===== src/rtl/error_inject_ctrl.sv =====
// Error-injection sequencer: arm target, delay, pulse enable, await fault.
// Optional ERROR_INJECT_CTRL_XTARGET_CHECK_EN flags faults on other targets.
module error_inject_ctrl #(
  parameter int unsigned NumTargets = 3,
  parameter int unsigned DelayW     = 16,
  parameter int unsigned PulseW     = 8,
  parameter int unsigned TimeoutW   = 16,
  localparam int unsigned TgtW =
    (NumTargets > 1) ? $clog2(NumTargets) : 1
) (
  input  logic                  clk_i,
  input  logic                  rst_ni,
  input  logic                  start_i,
  input  logic [TgtW-1:0]       target_i,
  input  logic [DelayW-1:0]     delay_i,
  input  logic [PulseW-1:0]     pulse_len_i,
  input  logic [TimeoutW-1:0]   timeout_i,
  input  logic                  abort_i,
  input  logic [NumTargets-1:0] fault_seen_i,
  output logic [NumTargets-1:0] inject_en_o,
  output logic                  busy_o,
  output logic                  done_o,
  output logic                  pass_o,
  output logic                  timeout_o,
  output logic                  err_o,
`ifdef ERROR_INJECT_CTRL_XTARGET_CHECK_EN
  output logic                  xtarget_o,
`endif
  output logic [7:0]            inject_cnt_o
);

  localparam int unsigned CntA =
    (DelayW > PulseW) ? DelayW : PulseW;
  localparam int unsigned CntW =
    (CntA > TimeoutW) ? CntA : TimeoutW;
  localparam logic [TgtW:0] NumT =
    (TgtW+1)'(NumTargets);

  typedef enum logic [2:0] {
    S_IDLE,
    S_DELAY,
    S_INJECT,
    S_WAIT,
    S_DONE
  } state_e;

  state_e state_q, state_d;

  logic [CntW-1:0]       cnt_q, cnt_d;
  logic [TgtW-1:0]       tgt_q, tgt_d;
  logic [PulseW-1:0]     plen_q, plen_d;
  logic [TimeoutW-1:0]   tlen_q, tlen_d;
  logic                  flag_q, flag_d;
  logic [NumTargets-1:0] inj_q, inj_d;
  logic                  busy_q, busy_d;
  logic                  done_q, done_d;
  logic                  pass_q, pass_d;
  logic                  tout_q, tout_d;
  logic                  err_q, err_d;
  logic [7:0]            icnt_q, icnt_d;

  logic [NumTargets-1:0] tgt_oh;
  logic [PulseW-1:0]     plen_in;
  logic                  accept;
  logic                  illegal;
  logic                  active;
  logic                  hit_now;
  logic                  hit_any;
  logic                  xany;

  assign tgt_oh  = NumTargets'(1) << tgt_q;
  assign plen_in = (pulse_len_i == '0) ?
                   PulseW'(1) : pulse_len_i;
  assign accept  = (state_q == S_IDLE) && start_i;
  assign illegal = {1'b0, target_i} >= NumT;
  assign active  = (state_q == S_INJECT) ||
                   (state_q == S_WAIT);
  assign hit_now = |(fault_seen_i & tgt_oh);
  assign hit_any = flag_q | hit_now;

`ifdef ERROR_INJECT_CTRL_XTARGET_CHECK_EN
  logic xflag_q, xflag_d;
  logic xhit_now;

  assign xhit_now = |(fault_seen_i & ~tgt_oh);
  assign xany     = xflag_q | (active & xhit_now);
  assign xtarget_o = xflag_q;

  always_comb begin
    xflag_d = xflag_q;
    if (accept) begin
      xflag_d = 1'b0;
    end else if (active && xhit_now) begin
      xflag_d = 1'b1;
    end
  end

  always_ff @(posedge clk_i or negedge rst_ni) begin
    if (!rst_ni) begin
      xflag_q <= 1'b0;
    end else begin
      xflag_q <= xflag_d;
    end
  end
`else
  assign xany = 1'b0;
`endif

  always_ff @(posedge clk_i or negedge rst_ni) begin
    if (!rst_ni) begin
      state_q <= S_IDLE;
    end else begin
      state_q <= state_d;
    end
  end

  // Abort overrides every other transition
  always_comb begin
    state_d = state_q;
    unique case (state_q)
      S_IDLE: begin
        if (start_i) begin
          if (illegal) begin
            state_d = S_DONE;
          end else if (delay_i == '0) begin
            state_d = S_INJECT;
          end else begin
            state_d = S_DELAY;
          end
        end
      end
      S_DELAY: begin
        if (cnt_q == CntW'(1)) state_d = S_INJECT;
      end
      S_INJECT: begin
        if (cnt_q == CntW'(1)) state_d = S_WAIT;
      end
      S_WAIT: begin
        if (hit_any || (cnt_q == '0)) begin
          state_d = S_DONE;
        end
      end
      S_DONE: state_d = S_IDLE;
      default: state_d = S_IDLE;
    endcase
    if (abort_i && (state_q != S_IDLE)) begin
      state_d = S_IDLE;
    end
  end

  always_comb begin
    cnt_d  = cnt_q;
    tgt_d  = tgt_q;
    plen_d = plen_q;
    tlen_d = tlen_q;
    flag_d = flag_q;
    pass_d = pass_q;
    tout_d = tout_q;
    err_d  = err_q;
    icnt_d = icnt_q;

    if (accept) begin
      tgt_d  = target_i;
      plen_d = plen_in;
      tlen_d = timeout_i;
      flag_d = 1'b0;
      pass_d = 1'b0;
      tout_d = 1'b0;
      err_d  = illegal;
      cnt_d  = (delay_i == '0) ?
               CntW'(plen_in) : CntW'(delay_i);
    end else if (state_q == S_DELAY &&
                 state_d == S_INJECT) begin
      cnt_d = CntW'(plen_q);
    end else if (state_q == S_INJECT &&
                 state_d == S_WAIT) begin
      cnt_d = CntW'(tlen_q);
    end else if (active || state_q == S_DELAY) begin
      if (cnt_q != '0) cnt_d = cnt_q - CntW'(1);
    end

    if (!accept && active && hit_now) begin
      flag_d = 1'b1;
    end

    if (state_q == S_WAIT && state_d == S_DONE) begin
      pass_d = hit_any & ~xany;
      tout_d = ~hit_any;
      err_d  = err_q | xany;
    end

    inj_d  = (state_q == S_INJECT && !abort_i) ?
             tgt_oh : '0;
    busy_d = (state_d != S_IDLE);
    done_d = (state_q == S_DONE) && !abort_i;

    if (done_d && !err_q && icnt_q != 8'hFF) begin
      icnt_d = icnt_q + 8'd1;
    end
  end

  always_ff @(posedge clk_i or negedge rst_ni) begin
    if (!rst_ni) begin
      cnt_q  <= '0;
      tgt_q  <= '0;
      plen_q <= '0;
      tlen_q <= '0;
      flag_q <= 1'b0;
      inj_q  <= '0;
      busy_q <= 1'b0;
      done_q <= 1'b0;
      pass_q <= 1'b0;
      tout_q <= 1'b0;
      err_q  <= 1'b0;
      icnt_q <= '0;
    end else begin
      cnt_q  <= cnt_d;
      tgt_q  <= tgt_d;
      plen_q <= plen_d;
      tlen_q <= tlen_d;
      flag_q <= flag_d;
      inj_q  <= inj_d;
      busy_q <= busy_d;
      done_q <= done_d;
      pass_q <= pass_d;
      tout_q <= tout_d;
      err_q  <= err_d;
      icnt_q <= icnt_d;
    end
  end

  assign inject_en_o  = inj_q;
  assign busy_o       = busy_q;
  assign done_o       = done_q;
  assign pass_o       = pass_q;
  assign timeout_o    = tout_q;
  assign err_o        = err_q;
  assign inject_cnt_o = icnt_q;

endmodule


===== config.mk =====
export PLATFORM = sky130hd
export DESIGN_NAME = error_inject_ctrl
export DESIGN_NICKNAME = d
export VERILOG_FILES = /design/src/rtl/error_inject_ctrl.sv
export SDC_FILE = /design/constraint.sdc
export NUM_CORES = 1
export LEC_CHECK = 0
export BUFFER_PORTS_ARGS = -buffer_cell sky130_fd_sc_hd__buf_4
export CAP_MARGIN = 40
export CORE_MARGIN = 8
export CORE_UTILIZATION = 55
export DETAILED_ROUTE_END_ITERATION = 12
export HOLD_SLACK_MARGIN = 0.1
export MAX_ROUTING_LAYER = met4
export PLACE_DENSITY = 0.79
export SLEW_MARGIN = 20
export SYNTH_ARGS = -nofsm -noshare
export SYNTH_HDL_FRONTEND = slang
export SYNTH_SLANG_ARGS = --single-unit

===== constraint.sdc =====
create_clock -name clk_i -period 2.8 [get_ports clk_i]
set_input_delay 0.28 -clock clk_i [delete_from_list [all_inputs] [get_ports clk_i]]
set_output_delay 0.28 -clock clk_i [all_outputs]
set_load 0.005 [all_outputs]

# After elaboration in Yosys (flattened, before gate mapping)
# Cells that the tools add are included.
[word_totals]
register_bits = 62
inputBits = 49
output_inout_bits = 16
elab_cells = 81
[classes]
add_sub_neg = 2
n_lt_le_gt_ge = 1
n_eq_ne = 9
n_shift = 1
mux = 20
n_bitwise = 4
reduce_logical = 31
[ops]
columns = ["cell", "count"]
rows = [
  ["2-to-1 mux 16 bit", 6],
  ["logical NOT 16 bit", 2],
  ["2-to-1 mux 3 bit", 7],
  ["equality test 16 x 1 -> 1 bit (second input constant)", 1],
  ["nonzero test 16 bit", 1],
  ["subtractor 16 x 1 -> 16 bit (second input constant)", 1],
  ["equality test 3 x 2 -> 1 bit (second input constant)", 4],
  ["one-hot mux 3 bit (4 select lines)", 1],
  ["logical AND 1 bit", 11],
  ["adder 8 x 1 -> 8 bit (second input constant)", 1],
  ["logical NOT 8 bit", 1],
  ["2-to-1 mux 8 bit", 1],
  ["!= test 8 bit (second input constant)", 1],
  ["nonzero test 4 bit", 2],
  ["equality test 3 bit (second input constant)", 2],
  ["nonzero test 3 bit", 2],
  ["2-to-1 mux 1 bit", 4],
  ["AND reduction 2 bit", 2],
  ["nonzero test 2 bit", 2],
  ["bitwise AND 3 bit", 1],
  ["equality test 3 x 1 -> 1 bit (second input constant)", 1],
  ["logical NOT 1 bit", 3],
  ["logical NOT 3 bit", 1],
  ["logical OR 1 bit", 3],
  ["6 further kinds", 7],
]

# Logic depth before layout (Yosys ltp)
# Gate-level depths: netlist of the first run.
[logic_depth]
ltp_word = 13
ltp_mapped = 9
depth_no_buf = 8

# Worst setup path before layout of the first run
# Ideal clock, no wire load.
[synth_timing]
path_kind = "reg2reg"
from = "reg cnt_q[1]"
to = "reg busy_q, in the netlist busy_o"
setup_time_ns = 0.137
arrival_time_ns = 1.904
required_time_ns = 2.663
path_slack_ns = 0.759
path_stages_with_launch = 9
n_path_buf = 0
synth_period_minus_slack_ns = 2.041
cell_sequence = "dfrtp_1 inv_1 ha_1 nor4b_1 nand4_2 mux2_2 nor2_1 o41ai_1 o31ai_1"
[synth_via]
elab_chain_len = 6
word_cells_on_any_way = 9
classes_between = "1 x eq/ne; 5 x mux; 3 x reduce/logical"
[synth_lines]
columns = ["item", "line_no", "rtl"]
rows = [
  ["start: declaration", "49", "logic [CntW-1:0] cnt_q, cnt_d;"],
  ["start signal: assignment", "217", "cnt_q <= cnt_d;"],
  ["logical NOT 16 bit", "139", "if (hit_any || (cnt_q == '0)) begin"],
  ["logical OR 1 bit", "139", ""],
  ["2-to-1 mux 3 bit", "139", ""],
  ["one-hot mux 3 bit (4 select lines) *", "120", "unique case (state_q)"],
  ["2-to-1 mux 3 bit *", "146", "if (abort_i && (state_q != S_IDLE)) begin"],
  ["nonzero test 3 bit *", "194", "busy_d = (state_d != S_IDLE);"],
  ["named net busy_d", "55", "logic busy_q, busy_d;"],
  ["end signal: assignment", "223", "busy_q <= busy_d;"],
  ["end: declaration", "55", ""],
]
# Mark *: on every way through the listed nets, which the timed path passes. The rest lies on a longest branch.
# A chain may end at the register's enable or synchronous reset.

# Worst setup path after layout of the first run
[layout_timing]
from = "reg cnt_q[1]"
to = "reg cnt_q[1]"
[layout_via]
elab_chain_len = 10
word_cells_on_any_way = 22
classes_between = "1 x add/sub; 3 x eq/ne; 10 x mux; 8 x reduce/logical"
[layout_lines]
columns = ["item", "line_no", "rtl"]
rows = [
  ["logical NOT 16 bit", "139", ""],
  ["logical OR 1 bit", "139", ""],
  ["2-to-1 mux 3 bit", "139", ""],
  ["one-hot mux 3 bit (4 select lines)", "120", ""],
  ["2-to-1 mux 3 bit", "146", ""],
  ["equality test 3 x 2 -> 1 bit", "176", "state_d == S_WAIT) begin"],
  ["logical AND 1 bit", "175", "end else if (state_q == S_INJECT &&"],
  ["2-to-1 mux 16 bit", "175", ""],
  ["2-to-1 mux 16 bit", "172", "end else if (state_q == S_DELAY &&"],
  ["2-to-1 mux 16 bit", "162", "if (accept) begin"],
]
# Parallel ways exist; a longest one is shown, timed or not. The select of a mux whose other input is x is not followed.

==> out/metrics.cfg, run 1 <==
[synthesis]
synth_top_cell_by_area=dfrtp_1
seq_area_frac_synth_pct=45.5
synth_cell_types=51
netlist_area_um2=3410
synth_top_area_share_pct=45.5
synth_fp_nets=442
synth_seq_cells=62
synth_edf_count=0
post-synth-top-count-cell=nand2_1
ys_warn_count=0
synth_ff_type=dfrtp_1
synthTopCellsByArea=dfrtp_1, nand2_1, a21oi_1
synth.avg_cell_area_um2=8.76
async_flop_share_pct=100
synthCells=389
yosys-top-cells-count=nand2_1, dfrtp_1, nor2_1

[status]
status=completed

[place]
portBuffers=64
placed_cell_area_um2=3930
routabilityCongestion=0.858
dp.cells=517
place_hpwl_um=6450

[critical_path]
critPathMaxFanout=15
end_kind=register
crit_required_ps=3060
crit_arrival_ps=2610
crit_chain=inv_1, ha_1, nor4b_1, nand4_2, o21ai_2, a21o_1, buf_4, nor2_1, a31oi_1
slowest_stage=dfrtp_1
cpPeakStageDelay_ps=420
startpoint_type=register
crit_type=reg -> reg

[routing]
wl_per_cell_um=16.7
drt_iter0_drc=235
viasPerCell=5.82
ant_nets=0
drt_first_pass_iters=4
via_count=3112
drc=0
drt_wl_total_um=8920

[sta]
grt_setup_unrepaired=no
final.period_utilization_pct=83.7
finClkSkew_ps=4.20
fmax_mhz=427
slew_headroom_pct=59.9
maxSlewViolCount=0
hold_viol_final=0
setup_viol=0
fin_crit_ps=2340
worstMarginPinSlew_ps=601
setup_tns_ps=0

[clock_network]
htree_num_levels=3
clockBufferDepth=2
cts_root_buf=clkbuf_8
ctsResizeCount=0
cts_tree=yes
numCtsBuffers=9
clk_pin_slew_ps=70
numClockSinks=62
clock_latency_ps=340

[worst_hold_path]
min_path_type=in -> reg

[global_routing]
grt_start_max_net_pins=63
grt_pass1_vias=2968
grt_pass1_wl_um=14600
track_usage_pct=21.3
antenna_found_initial=0
grt_overflow=0

[floorplanning]
die_area_um2=8970
die_h_um=94.7
core-area_um2=5960
rows=28
start_util_pct=57.2
fp.dieW_um=94.7
ios=65

[layout]
stdcell_count=535
diodes=0
regArea_um2=1550
syn2layout_area_growth_pct=22.5
final_area_um2=4180
drive_gt1_share_pct=23.3
nets=508
fill_cells=497
multi_input_area_um2=1730

[power_and_ir_drop]
pwr_density_cell_nw_per_um2=915
p_leak_uw=0.00193
ir_worst_vdd_uv=568
p_total_uw=3820

[flow_run]
maxCapViolCount=0

-- area by class of cell --
class / instances / area share, %
tap: 75 / 2.25
multi-input combinational: 303 / 41.4
sequential: 62 / 37.1
timing repair buffer: 73 / 13.7
inverter: 6 / 0.539
clock buffer: 11 / 3.62
clock inverter: 5 / 1.38
-- power breakdown --
| group | leakage [uW] | switching (uW) | internal, uW |
|---|---|---|---|
| Clock | 0.0000976 | 367 | 458 |
| Combinational | 0.00106 | 764 | 625 |
| Sequential | 0.000775 | 378 | 1230 |
| Total | 0.00193 | 1510 | 2320 |
-- final timing paths --
check                                       from                           to  slack, ps  depth (start not counted)
min in group asynchronous                 rst_ni  inject_cnt_o[7]$_DFFE_PN0P_        270                          2
setup / recovery            cnt_q[1]$_DFFE_PN0P_         cnt_q[1]$_DFFE_PN0P_        460                          9
hold reg to reg            tlen_q[5]$_DFFE_PN0P_        tlen_q[5]$_DFFE_PN0P_        480                          2
setup reg to reg            cnt_q[1]$_DFFE_PN0P_         cnt_q[1]$_DFFE_PN0P_        460                          9
max in group asynchronous                 rst_ni        cnt_q[14]$_DFFE_PN0P_       2060                          3
hold / removal                      timeout_i[7]        tlen_q[7]$_DFFE_PN0P_        130                          3
-- flip-flops by register name, summed over array words and instances (netlist names) --
name / count
flag_q: 1
cnt_q: 16
plen_q: 8
inject_en_o: 3
timeout_o: 1
tlen_q: 16
err_o: 1
state_q: 3
busy_o: 1
inject_cnt_o: 8
tgt_q: 2
pass_o: 1
done_o: 1
-- worst max-delay path: cells and delay by family (launching register included) --
family | cells | cell delay (ps)
compound gates | 3 | 640
simple gates | 3 | 630
flops | 1 | 420
buf+inv | 2 | 360
fa+ha+maj | 1 | 220
-- per-layer routing --
metal | up-vias | track usage (%) | wire [um]
met5 | - | - | 0
met1 | 1493 | 28.5 | 4040
met2 | 105 | 32.4 | 4380
met4 | 0 | 7.80 | 129
met3 | 16 | 2.94 | 371
li1 | 1498 | - | -
-- per-stage QoR --
stage                     worst slack [ps]  util, %  hold WS, ps
after detailed placement               469     66.0          409
after floorplan                        759        -        -15.6
after global routing                   200     70.1          123
after global placement                 547     66.0          412
after CTS                              454     69.7          121
final                                  456     70.1          125
-- cell families (layout without fill, tap and decap cells) --
kind of cell	count (synthesis)	count (layout)	share of synthesized area [%]
simple gates	196	196	28.1
mux	3	3	0.954
buf+inv	24	95	3.93
compound gates	81	81	15.1
fa+ha+maj	4	4	1.47
flops	62	62	45.5
xor+xnor	19	19	4.88
-- cells in the final DEF (no fill, tap or decap), types with 10 or more instances in the layout --
| master | synthesis | routed |
|---|---|---|
| nand2_1 | 96 | 96 |
| buf_4 | 2 | 71 |
| dfrtp_1 | 62 | 62 |
| nor2_1 | 35 | 35 |
| a21oi_1 | 29 | 29 |
| o211ai_1 | 13 | 13 |
| xor2_1 | 11 | 11 |
| clkbuf_8 | 0 | 11 |
| nor3_1 | 10 | 10 |
| o21ai_0 | 10 | 10 |
-- timing repair --
action / in CTS / in global routing
setup buffers: 0 / 0
setup endpoints to repair: 0 / 0
hold buffers: 1 / 0
hold endpoints to repair: 62 / 0
Power figures use the tool's default switching activity.
==> inputs of run 2 (changes only) <==
--- a/config.mk
+++ b/config.mk
@@ -8,11 +8,11 @@
 export BUFFER_PORTS_ARGS = -buffer_cell sky130_fd_sc_hd__buf_4
 export CAP_MARGIN = 40
 export CORE_MARGIN = 8
-export CORE_UTILIZATION = 55
+export CORE_UTILIZATION = 50
 export DETAILED_ROUTE_END_ITERATION = 12
 export HOLD_SLACK_MARGIN = 0.1
 export MAX_ROUTING_LAYER = met4
-export PLACE_DENSITY = 0.79
+export PLACE_DENSITY = 0.76
 export SLEW_MARGIN = 20
 export SYNTH_ARGS = -nofsm -noshare
 export SYNTH_HDL_FRONTEND = slang
==> constraint.sdc (replaced) <==
create_clock -name clk_i -period 1.95 [get_ports clk_i]
set_input_delay 0.195 -clock clk_i [delete_from_list [all_inputs] [get_ports clk_i]]
set_output_delay 0.195 -clock clk_i [all_outputs]
set_load 0.005 [all_outputs]
==> out/metrics.cfg, run 2 (synthesized netlist as in run 1, its figures left out) <==
[sta]
finClkSkew_ps=12.0
final.period_utilization_pct=105
fmax_mhz=487
slew_headroom_pct=55.4
grt_setup_unrepaired=yes
setup_viol=18
maxSlewViolCount=0
fin_crit_ps=2050
worstMarginPinSlew_ps=668
hold_viol_final=0
worst_slack_ps=-102

[status]
violations=setup timing
status=finished, violations left

[routing]
drt_first_pass_iters=6
viasPerCell=6.13
drc=0
via_count=3771
ant_nets=0
drt_iter0_drc=326
wl_per_cell_um=19.9
drt_wl_total_um=12200

[clock_network]
numCtsBuffers=9
clock_latency_ps=350
clockBufferDepth=2
cts_tree=yes
clk_pin_slew_ps=80
numClockSinks=62
cts_root_buf=clkbuf_8
htree_num_levels=3

[critical_path]
crit_chain=inv_1, ha_1, nor4b_4, nand4_4, o21ai_4, nor3_2, nand3b_1, a22o_1
end_kind=register
setup.worst_path.start=cnt_q[1]$_DFFE_PN0P_
worst-path-buf-inv=1
reg2regPathDepth=8
startpoint_type=register
crit_family=simple AND/OR/NAND/NOR gates
crit_required_ps=2180
reg2reg_from=cnt_q[1]$_DFFE_PN0P_
r2r-end=cnt_q[0]$_DFFE_PN0P_
critPathMaxFanout=4
crit_type=reg -> reg
slowest_stage=dfrtp_1
cp.depth=8
crit_arrival_ps=2280
cpPeakStageDelay_ps=410
endpoint=cnt_q[0]$_DFFE_PN0P_
r2r_setup_slack_ps=-100

[layout]
nets=583
diodes=0
most-common-layout-cells=buf_4, nand2_1, dfrtp_1
drive_gt1_share_pct=36.6
largestRegisters=cnt_q: 16 flops, tlen_q: 16 flops
final_area_um2=5120
final_common_cell=buf_4
post-route-util_pct=76.7
syn2layout_area_growth_pct=50.3

[floorplanning]
die_h_um=98.6
rows=30
ios=65
core-area_um2=6680
start_util_pct=51.0
fp.dieW_um=98.6
die_area_um2=9720

[global_routing]
track_usage_pct=22.9
antenna_found_initial=0
grt_pass1_wl_um=17500
grt_pass1_vias=3556
grt_overflow=0
grt_start_max_net_pins=63

[power_and_ir_drop]
p_leak_uw=0.00237
ir_worst_vdd_uv=903
pwr_density_cell_nw_per_um2=1280

[flow_run]
maxCapViolCount=0

[worst_hold_path]
min_path_type=in -> reg

[place]
placed_cell_area_um2=4220
place_hpwl_um=7210
routabilityCongestion=0.878
portBuffers=64

## run 2: changes by cell type in the layout (fill, tap and decap cells not counted), moves of 4 or more
cell,before,now
a21oi_2,5,12
buf_4,71,111
nor3_2,0,4
nor2_2,0,9
dlygate4sd3_1,1,26
buf_6,0,6
nor3_1,10,6
a21oi_1,29,18
nor2_1,35,24
a21oi_4,0,4
## run 2: layout make-up
cell class | instances | area (um^2)
flip-flops and latches | 62 | 1550
clock inverters | 6 | 62.6
well taps | 80 | 100
multi-input cells | 303 | 1990
fillers | 396 | 1560
clock buffers | 10 | 128
repair buffers | 148 | 1260
inverters | 6 | 22.5
## run 2: worst min-delay path by stage
stage / startpoint / end / slack [ps] / cells past startpoint
3_3_place_gp: rst_ni / inject_cnt_o[5]$_DFFE_PN0P_ / 320 / 1
2_1_floorplan: rst_ni / busy_o$_DFF_PN0_ / -100 / 0
5_1_grt: delay_i[15] / cnt_q[15]$_DFFE_PN0P_ / 140 / 3
3_5_place_dp: rst_ni / inject_cnt_o[5]$_DFFE_PN0P_ / 320 / 1
4_1_cts: delay_i[10] / cnt_q[10]$_DFFE_PN0P_ / 140 / 3
6_report: delay_i[14] / cnt_q[14]$_DFFE_PN0P_ / 140 / 3
## run 2: through the flow
stage                     TNS (ps)  worst slack, ps  hold WS [ps]  power, uW  instances
after detailed placement      -836            -74.7           323       4650        557
after CTS                    -32.0            -19.9           144       5980        607
after global placement       -2360             -210           323       4530        556
final                         -830             -102           135       6550        615
after global routing         -2550             -225           141       6880        615
after floorplan              -19.9            -14.5          -101       3720        389
## run 2: timing repair
item                                   in CTS  in global routing
setup endpoints to repair                  18                 32
buffers inserted                            8                  6
endpoints found under the hold margin      87                  0
gates cloned                                0                  2
hold buffers                               26                  0
pin swaps                                   8                 21
resized for setup                          14                 54
## run 2: metal layers
metal / routed length [um] / vias up / global-route usage [%]
li1: - / 1635 / -
met1: 4720 / 1852 / 27.5
met2: 6300 / 240 / 38.5
met3: 821 / 44 / 4.02
met4: 365 / 0 / 6.97
met5: 0 / - / -
## run 2: power by group
group | internal (uW) | leakage, uW | total [uW] | switching (uW)
logic | 1500 | 0.00151 | 3140 | 1640
registers | 1780 | 0.000773 | 2280 | 504
clock network | 586 | 0.0000883 | 1140 | 550
## run 2: tightest hold or removal path, stage by stage
cell and delay (ps):
buf_4 90, a21oi_2 40, a21oi_1 110
==> inputs of run 3 (changes only) <==
--- a/config.mk
+++ b/config.mk
@@ -7,12 +7,12 @@
 export LEC_CHECK = 0
 export BUFFER_PORTS_ARGS = -buffer_cell sky130_fd_sc_hd__buf_4
 export CAP_MARGIN = 40
-export CORE_MARGIN = 8
+export CORE_MARGIN = 10
 export CORE_UTILIZATION = 50
 export DETAILED_ROUTE_END_ITERATION = 12
 export HOLD_SLACK_MARGIN = 0.1
 export MAX_ROUTING_LAYER = met4
-export PLACE_DENSITY = 0.76
+export PLACE_DENSITY_LB_ADDON = 0.25
 export SLEW_MARGIN = 20
 export SYNTH_ARGS = -nofsm -noshare
 export SYNTH_HDL_FRONTEND = slang
==> out/metrics.cfg, run 3 (synthesized netlist as in run 1, its figures left out) <==
[place]
dpl_worst_slack_ps=-113
dp.cells=562
routabilityCongestion=0.909
portBuffers=64
place_hpwl_um=7200

[critical_path]
cpPeakStageDelay_ps=510
slowest_stage=or4_4
setup.worst_path.start=cnt_q[1]$_DFFE_PN0P_
reg2reg_from=cnt_q[1]$_DFFE_PN0P_
crit_chain=buf_6, or4_4, nor3b_4, nand2_1, xor2_1, a211o_1, a21oi_1
crit_type=reg -> reg
critPathMaxFanout=4
startpoint_type=register
crit_family=simple AND/OR/NAND/NOR gates
worst-path-buf-inv=1
crit_arrival_ps=2310
endpoint=cnt_q[15]$_DFFE_PN0P_
reg2regPathDepth=7
end_kind=register
crit_required_ps=2230
cp.depth=7
r2r_setup_slack_ps=-80
r2r-end=cnt_q[15]$_DFFE_PN0P_

[layout]
most-common-layout-cells=buf_4, nand2_1, dfrtp_1
drive_gt1_share_pct=37.4
multi_input_area_um2=2010
final_common_cell=buf_4
syn2layout_area_growth_pct=53.4
nets=586
regArea_um2=1560
largestRegisters=cnt_q: 16 flops, tlen_q: 16 flops
stdcell_count=617
fill_cells=419
diodes=0

[floorplanning]
core-area_um2=6720
start_util_pct=50.7
fp.dieW_um=103
rows=30
ios=65
die_h_um=103
die_area_um2=10500

[routing]
via_count=3560
drt_first_pass_iters=5
wl_per_cell_um=18.1
drt_wl_total_um=11200
ant_nets=0
drt_iter0_drc=244
drc=0
viasPerCell=5.77

[clock_network]
numClockSinks=62
clk_pin_slew_ps=80
htree_num_levels=3
numCtsBuffers=9
clock_latency_ps=350
cts_tree=yes
clockBufferDepth=2
cts_root_buf=clkbuf_8

[power_and_ir_drop]
p_int_uw=4200
combPwrFrac_pct=47.9
clockPowerShare_pct=19.0
pwr_density_cell_nw_per_um2=1320
p_sw_share_pct=39.0
p_seq_share_pct=33.0
power.switching_uw=2690
ir_worst_vdd_uv=678
p_leak_uw=0.00241

[global_routing]
grt_overflow=0
antenna_found_initial=0
track_usage_pct=20.8
grt_pass1_vias=3398
grt_pass1_wl_um=16600
grt_start_max_net_pins=63

[worst_hold_path]
min_path_type=in -> reg
holdCritStartpoint=pulse_len_i[6]

[status]
status=finished, violations left
violations=setup timing

[sta]
hold_viol_final=0
slew_headroom_pct=67.7
finClkSkew_ps=14.8
maxSlewViolCount=0
worstMarginPinSlew_ps=481
fin_crit_ps=2030
fmax_mhz=492
grt_setup_unrepaired=yes
final.period_utilization_pct=104
worst_slack_ps=-82.7
setup_viol=15
setup_tns_ps=-583

[flow_run]
maxCapViolCount=0

run 3: cell count changes in the layout (fill, tap and decap cells not counted), sizes merged:
cell | previous run | this run
clkinvlp | 3 | 1
dlygate4sd3 | 26 | 25
bufinv | 1 | 2
buf | 121 | 125
clkinv | 2 | 0
clkbuf | 11 | 13
run 3: layout make-up:
| cell class | instances | share of cell area [%] |
|---|---|---|
| inverter | 6 | 0.431 |
| tap | 80 | 1.91 |
| multi-input combinational | 303 | 38.5 |
| clock buffer | 12 | 2.97 |
| clock inverter | 3 | 1.29 |
| timing repair buffer | 151 | 25.2 |
| sequential | 62 | 29.7 |
run 3: how the worst min path moves through the flow:
stage                                 end  slack (ps)  depth (start not counted)
floorplan                busy_o$_DFF_PN0_        -100                          0
global placement    cnt_q[15]$_DFFE_PN0P_         330                          1
detailed placement  cnt_q[11]$_DFFE_PN0P_         340                          1
CTS                 plen_q[6]$_DFFE_PN0P_         100                          3
global route        cnt_q[14]$_DFFE_PN0P_         150                          3
finish              plen_q[6]$_DFFE_PN0P_         100                          3
run 3: routing by layer:
metal  vias to the layer above  part of all wire (%)  wire (um)  GRT usage, %
met4                         0                   2.6        290          9.22
met3                        23                   4.1        455          3.02
met1                      1747                    43       4830          25.4
met2                       136                    50       5570          33.5
met5                         -                     0          0             -
li1                       1654                     -          -             -
run 3: power by group through the flow:
stage	sequential [uW]	clock, uW	combinational (uW)
finish	2280	1310	3300
global placement	2200	0	2390
CTS	2220	1300	2740
global route	2330	1360	3580
detailed placement	2220	0	2460
floorplan	2130	0	1590
run 3: worst register-to-register path: stages (launching register included):
cell and delay (ps):
dfrtp_1 440, buf_6 150, or4_4 510, nor3b_4 220, nand2_1 100, xor2_1 150
a211o_1 250, a21oi_1 140
run 3: metrics by stage:
step                      total power, uW  hold slack (ps)  util (%)  instance area, um^2
after floorplan                      3720             -101         -                 3420
after global routing                 7260              150      77.9                 5230
final                                6890              103      77.9                 5230
after CTS                            6260              100      72.9                 4900
after global placement               4590              327      63.4                 4260
after detailed placement             4680              337      63.5                 4270
run 3: what timing repair did:
action                     4_1_cts  5_1_grt
hold endpoints to repair        86        0
hold buffers                    25        0
gates resized for setup         17       52
buffers inserted                 7        6
setup endpoints to repair       23       31
cloned                           0        1
pin swaps                       10       21
